**src/rtl/mul_div_unit_if.sv**
```systemverilog
// Request/response bundle between the register-file read stage and the RV32M mul/div unit.
interface mul_div_unit_if #(
  parameter int unsigned WIDTH = 32
);
  logic             i_start;
  logic [2:0]       i_funct3;
  logic [WIDTH-1:0] i_operandA;
  logic [WIDTH-1:0] i_operandB;
  logic [4:0]       i_rd;
  logic             o_busy;
  logic             o_valid;
  logic [WIDTH-1:0] o_result;
  logic [4:0]       o_rd;

  modport master (
    output i_start, i_funct3, i_operandA, i_operandB, i_rd,
    input  o_busy, o_valid, o_result, o_rd
  );

  modport slave (
    input  i_start, i_funct3, i_operandA, i_operandB, i_rd,
    output o_busy, o_valid, o_result, o_rd
  );
endinterface

```
**src/rtl/mul_div_unit.sv**
```systemverilog
// Iterative RV32M multiply/divide: shift-add multiply and restoring divide, one bit per cycle,
// on operand magnitudes with the result sign applied on the final iteration.
module mul_div_unit #(
  parameter int unsigned WIDTH = 32
) (
  input logic           i_clk,
  input logic           i_srst,
  mul_div_unit_if.slave bus
);
  localparam int unsigned W2    = 2 * WIDTH;
  localparam int unsigned CNT_W = (WIDTH > 1) ? $clog2(WIDTH) : 1;
  localparam logic [WIDTH-1:0] INT_MIN = {1'b1, {(WIDTH-1){1'b0}}};

  typedef enum logic [1:0] {IDLE, CALC, DONE} state_t;

  state_t           state;
  logic [2:0]       op;
  logic [4:0]       rd;
  logic             neg;
  logic [CNT_W-1:0] cnt;
  logic [W2-1:0]    p;   // mul: {partial product, multiplier}; div: {remainder, dividend/quotient}
  logic [WIDTH-1:0] m;   // multiplicand or divisor magnitude

  logic             a_sgn, b_sgn, a_neg, b_neg, res_neg;
  logic [WIDTH-1:0] a_mag, b_mag;
  logic             div_zero, div_ovf, fast;
  logic [WIDTH-1:0] fast_res;

  logic [WIDTH-1:0] mul_addend;
  logic [WIDTH:0]   add_sum, sub_diff;
  logic [W2-1:0]    p_step, p_signed;
  logic [WIDTH-1:0] div_sel, res_step;

  // Request decode: signedness, magnitudes, result sign and division fast paths.
  always_comb begin
    a_sgn    = bus.i_funct3[2] ? ~bus.i_funct3[0] : (bus.i_funct3[1:0] != 2'b11);
    b_sgn    = bus.i_funct3[2] ? ~bus.i_funct3[0] : ~bus.i_funct3[1];
    a_neg    = a_sgn & bus.i_operandA[WIDTH-1];
    b_neg    = b_sgn & bus.i_operandB[WIDTH-1];
    a_mag    = a_neg ? (WIDTH'(0) - bus.i_operandA) : bus.i_operandA;
    b_mag    = b_neg ? (WIDTH'(0) - bus.i_operandB) : bus.i_operandB;
    res_neg  = (bus.i_funct3[2] & bus.i_funct3[1]) ? a_neg : (a_neg ^ b_neg);
    div_zero = bus.i_funct3[2] && (bus.i_operandB == '0);
    div_ovf  = bus.i_funct3[2] && !bus.i_funct3[0] &&
               (bus.i_operandA == INT_MIN) && (bus.i_operandB == '1);
    fast     = div_zero | div_ovf;
    if (div_zero) fast_res = bus.i_funct3[1] ? bus.i_operandA : '1;
    else          fast_res = bus.i_funct3[1] ? '0 : INT_MIN;
  end

  // One iteration of the datapath plus the signed result it would produce if it were the last.
  always_comb begin
    mul_addend = p[0] ? m : '0;
    add_sum    = {1'b0, p[W2-1:WIDTH]} + {1'b0, mul_addend};
    sub_diff   = {p[W2-1:WIDTH], p[WIDTH-1]} - {1'b0, m};
    if (!op[2])             p_step = {add_sum, p[WIDTH-1:1]};
    else if (!sub_diff[WIDTH]) p_step = {sub_diff[WIDTH-1:0], p[WIDTH-2:0], 1'b1};
    else                    p_step = {p[W2-2:0], 1'b0};

    p_signed = neg ? (W2'(0) - p_step) : p_step;
    div_sel  = op[1] ? p_step[W2-1:WIDTH] : p_step[WIDTH-1:0];
    if (!op[2]) res_step = (op[1:0] == 2'b00) ? p_signed[WIDTH-1:0] : p_signed[W2-1:WIDTH];
    else        res_step = neg ? (WIDTH'(0) - div_sel) : div_sel;
  end

  always_ff @(posedge i_clk) begin
    if (i_srst) begin
      state        <= IDLE;
      op           <= '0;
      rd           <= '0;
      neg          <= 1'b0;
      cnt          <= '0;
      p            <= '0;
      m            <= '0;
      bus.o_busy   <= 1'b0;
      bus.o_valid  <= 1'b0;
      bus.o_result <= '0;
      bus.o_rd     <= '0;
    end else begin
      bus.o_valid <= 1'b0;
      case (state)
        IDLE: begin
          if (bus.i_start) begin
            op         <= bus.i_funct3;
            rd         <= bus.i_rd;
            neg        <= res_neg;
            cnt        <= '0;
            p          <= {WIDTH'(0), a_mag};
            m          <= b_mag;
            bus.o_busy <= 1'b1;
            if (fast) begin
              state        <= DONE;
              bus.o_valid  <= 1'b1;
              bus.o_result <= fast_res;
              bus.o_rd     <= bus.i_rd;
            end else begin
              state <= CALC;
            end
          end
        end
        CALC: begin
          p   <= p_step;
          cnt <= cnt + CNT_W'(1);
          if (cnt == CNT_W'(WIDTH - 1)) begin
            state        <= DONE;
            bus.o_valid  <= 1'b1;
            bus.o_result <= res_step;
            bus.o_rd     <= rd;
          end
        end
        DONE: begin
          state      <= IDLE;
          bus.o_busy <= 1'b0;
        end
        default: begin
          state      <= IDLE;
          bus.o_busy <= 1'b0;
        end
      endcase
    end
  end
endmodule

```
**src/flat_wrapper.sv**
```systemverilog
// flat-port wrapper written by rule: the top's interface ports become plain ports
module mul_div_unit_flat 
#(
  parameter int unsigned WIDTH = 32
)
  (i_clk, i_srst, bus_i_start, bus_i_funct3, bus_i_operandA, bus_i_operandB, bus_i_rd, bus_o_busy, bus_o_valid, bus_o_result, bus_o_rd);
  mul_div_unit_if #(.WIDTH(WIDTH)) bus_i ();
  input logic i_clk;
  input logic i_srst;
  input wire logic [$bits(bus_i.i_start)-1:0] bus_i_start;
  input wire logic [$bits(bus_i.i_funct3)-1:0] bus_i_funct3;
  input wire logic [$bits(bus_i.i_operandA)-1:0] bus_i_operandA;
  input wire logic [$bits(bus_i.i_operandB)-1:0] bus_i_operandB;
  input wire logic [$bits(bus_i.i_rd)-1:0] bus_i_rd;
  output wire logic [$bits(bus_i.o_busy)-1:0] bus_o_busy;
  output wire logic [$bits(bus_i.o_valid)-1:0] bus_o_valid;
  output wire logic [$bits(bus_i.o_result)-1:0] bus_o_result;
  output wire logic [$bits(bus_i.o_rd)-1:0] bus_o_rd;
  assign bus_i.i_start = bus_i_start;
  assign bus_i.i_funct3 = bus_i_funct3;
  assign bus_i.i_operandA = bus_i_operandA;
  assign bus_i.i_operandB = bus_i_operandB;
  assign bus_i.i_rd = bus_i_rd;
  assign bus_o_busy = bus_i.o_busy;
  assign bus_o_valid = bus_i.o_valid;
  assign bus_o_result = bus_i.o_result;
  assign bus_o_rd = bus_i.o_rd;
  mul_div_unit #(.WIDTH(WIDTH)) u_core (.i_clk(i_clk), .i_srst(i_srst), .bus(bus_i));
endmodule
```
**config.mk**
```make
export PLATFORM = sky130hd
export DESIGN_NAME = mul_div_unit_flat
export DESIGN_NICKNAME = d
export VERILOG_FILES = /design/src/rtl/mul_div_unit_if.sv /design/src/rtl/mul_div_unit.sv /design/src/flat_wrapper.sv
export SDC_FILE = /design/constraint.sdc
export NUM_CORES = 1
export LEC_CHECK = 0
export CAP_MARGIN = 5
export CELL_PAD_IN_SITES_DETAIL_PLACEMENT = 1
export CELL_PAD_IN_SITES_GLOBAL_PLACEMENT = 1
export CORE_MARGIN = 2
export CORE_UTILIZATION = 30
export DETAILED_ROUTE_END_ITERATION = 16
export GPL_TIMING_DRIVEN = 0
export PLACE_DENSITY_LB_ADDON = 0.1
export SYNTH_ARGS = -nofsm -noshare
export SYNTH_HDL_FRONTEND = slang
export SYNTH_SLANG_ARGS = --single-unit
```
**constraint.sdc**
```tcl
create_clock -name i_clk -period 7.1 [get_ports i_clk]
set_clock_uncertainty 0.15 [all_clocks]
set_input_delay 0.71 -clock i_clk [delete_from_list [all_inputs] [get_ports i_clk]]
set_output_delay 0.71 -clock i_clk [all_outputs]
set_load 0.03 [all_outputs]
```
==> metrics.yaml <==
grtUsageTotal_pct: 35.64
synth_flop_cell: "dfxtp_1"
avgViaCountPerCell: 6.321
io_pins: 114
hold_viol_final: 0
grt_pass1_wl_um: 151900
rsz0062_at_grt: "false"
synth_seq_cells: 151
yosys.area.top_type_share_pct: 17.65
die_h_um: 243.0
grt-ovfl-total: 0
vias: 21326
place_area_um2: 19220
final_cell_mix: "289 x nor2_1, 225 x nand2_1, 192 x a21oi_1, 178 x o21ai_0, 149 x dfxtp_1"
start_util_pct: 30.38
syn_avg_cell_area_um2: 6.939
die_x_um: 243.0
crit_fanout: 19
period_minus_slack_ns: 7.234
top_layer: "met5"
dieArea_um2: 59030
firstDrtPassIters: 5
synthArstFlopShare_pct: 0
synth-edff-count: 0
core-area_um2: 56390
cellPowerDensity_nw_per_um2: 172.5
critPathLaunchType: "register"
cts_made_buffers: 17
clk_pin_slew_ns: 0.08
leakage_nw: 7.119
antenna_found_initial: 5
cts_tree: "yes"
netlist_instances: 2469
worst_pin_slew_ns: 1.310
criticalPathCategory: "reg -> reg"
slew_headroom_pct: 12.65
syn-cell-area_um2: 17130
timing.fmax_ghz: 0.1382
drive_gt1_share_pct: 6.190
area_delta_synth_final_pct: 16.27
slew_viol_final: 0
drv_cap: 0
status: "complete, but fails checks"
grt_max_degree: 20
setup_viol: 3
cts_buffer_depth: 2
placed_cells: 3341
nets: 2752
row_count: 87
period_share_pct: 101.9
h-tree-depth: 4
hp-class: "reg -> reg"
drc: 0
yosys-top-cells-area: "dfxtp_1 18%, nor2_1 6.3%, a21oi_1 5.6%"
syn_nets: 2617
drt-initial-drc-count: 1999
yosys.area.top_type: "dfxtp_1"
required_ns: 7.31
final_cells: 3374
port_buffers: 112
setup.worst_path.end_class: "register"
worstPathArrival_ns: 7.44
vdd_ir_drop_max_mv: 0.2050
routedWlPerCell_um: 31.97
final.setup.worst_slack_ns: -0.1341
tns_ns: -0.1590
stdcell_area_um2: 19920
cts-root-buf: "clkbuf_16"
wl_um: 107900
cts-hold-fix-buffers: 0
wl_met1_um: 49930
dr_wl_met2_um: 45330
grt_pass1_vias: 20581
synth_warnings: 0
wl_met3_um: 9182
drt.antenna.violating_nets: 0
clock_latency_ns: 0.50
ys_types: 99
hpwl_um: 88890
gp_congestion: 0.9913
violations: "setup timing"
cts.sinks: 151
hold_ws_ns: 0.3113
final_common_cell: "nor2_1"
synth-seq-area-share_pct: 17.65
cell type report:
class / count / area [um2]
clock buffer: 18 / 429.2
timing repair buffer: 118 / 1156
antenna: 1 / 2.502
clock inverter: 14 / 150.1
multi-input combinational: 2058 / 13150
inverter: 74 / 277.8
sequential: 151 / 3028
fill: 7136 / 36470
buffer: 184 / 774.5
tap: 756 / 945.9
worst max-delay path, cell delays in order, from the launching register on:
cell and delay (ns):
dfxtp_1 0.53, buf_2 0.31, buf_2 0.33, buf_2 0.50, buf_2 0.40, buf_2 0.52, buf_2 0.55, buf_2 0.67
clkbuf_2 0.50, clkdlybuf4s15_1 0.77, buf_2 0.64, a211oi_1 0.35, o311ai_0 0.69, a21oi_1 0.13
synthesized netlist by cell type (all sizes together), types with 29 or more instances:
cell type / count
nor2: 290
nand2: 226
a21oi: 196
o21ai: 184
dfxtp: 151
clkbuf: 136
xnor2: 95
nand3: 87
inv: 74
ha: 71
nor3: 64
xor2: 61
a211oi: 58
and2: 51
buf: 50
a31oi: 46
nand4: 46
mux2i: 45
a221oi: 39
o31ai: 38
a21o: 31
o211ai: 31
or3: 29
registers in the layout (all words and copies together) (netlist names):
name                 flops
u_core.neg               1
u_core.cnt               5
u_core.m                32
u_core.bus.o_rd          5
u_core.p                64
u_core.state             2
u_core.op                3
u_core.bus.o_busy        1
u_core.bus.o_valid       1
u_core.rd                5
u_core.bus.o_result     32
metrics by stage:
| step | setup slack (ns) | util [%] | total power, mW |
|---|---|---|---|
| floorplan | 1.424 | - | 1.806 |
| global placement | -1.617 | 34.05 | 2.412 |
| detailed placement | -1.483 | 34.08 | 2.426 |
| CTS | 0.06260 | 35.25 | 3.390 |
| global route | 0.0001861 | 35.32 | 3.554 |
| finish | -0.1341 | 35.32 | 3.435 |
logic make-up (layout without fill, tap and decap cells):
logic type	count (synthesis)	after routing	synth area share [%]
AO/OA/AOI/OAI	837	837	33.08
XOR/XNOR	156	156	7.975
adder cells (fa/ha/maj)	73	73	5.419
multiplexers	58	58	3.571
buffers and inverters	260	408	6.062
flip-flops	151	151	17.65
AND/OR/NAND/NOR	934	934	26.25
other	0	1	0
path summary, 6_finish.rpt:
path	startpoint	to	slack (ns)	cells after the start
max	u_core.op[2]$_SDFFE_PP0P_	u_core.bus.o_result[0]$_SDFFE_PP0P_	-0.13	13
min	u_core.rd[3]$_SDFFE_PP0P_	u_core.rd[3]$_SDFFE_PP0P_	0.31	2
max reg2reg	u_core.op[2]$_SDFFE_PP0P_	u_core.bus.o_result[0]$_SDFFE_PP0P_	-0.13	13
min reg2reg	u_core.rd[3]$_SDFFE_PP0P_	u_core.rd[3]$_SDFFE_PP0P_	0.31	2
power breakdown:
group          leakage (nW)  internal (mW)  switching, mW
Clock                 0.286          0.470          0.484
Sequential             1.23          0.888         0.0796
Combinational          5.60          0.455           1.06
timing repair:
action / in CTS / in global routing
gates resized for setup: 17 / 14
pin swaps: 2 / 3
buffers inserted: 2 / 0
endpoints found under the setup margin: 35 / 15
routing by layer:
layer	GRT usage (%)	vias up
li1	-	9472
met1	50.52	10816
met2	53.19	878
met3	7.928	156
met4	11.22	4
met5	0	-
Note: power is estimated with default switching activity, not from simulation.
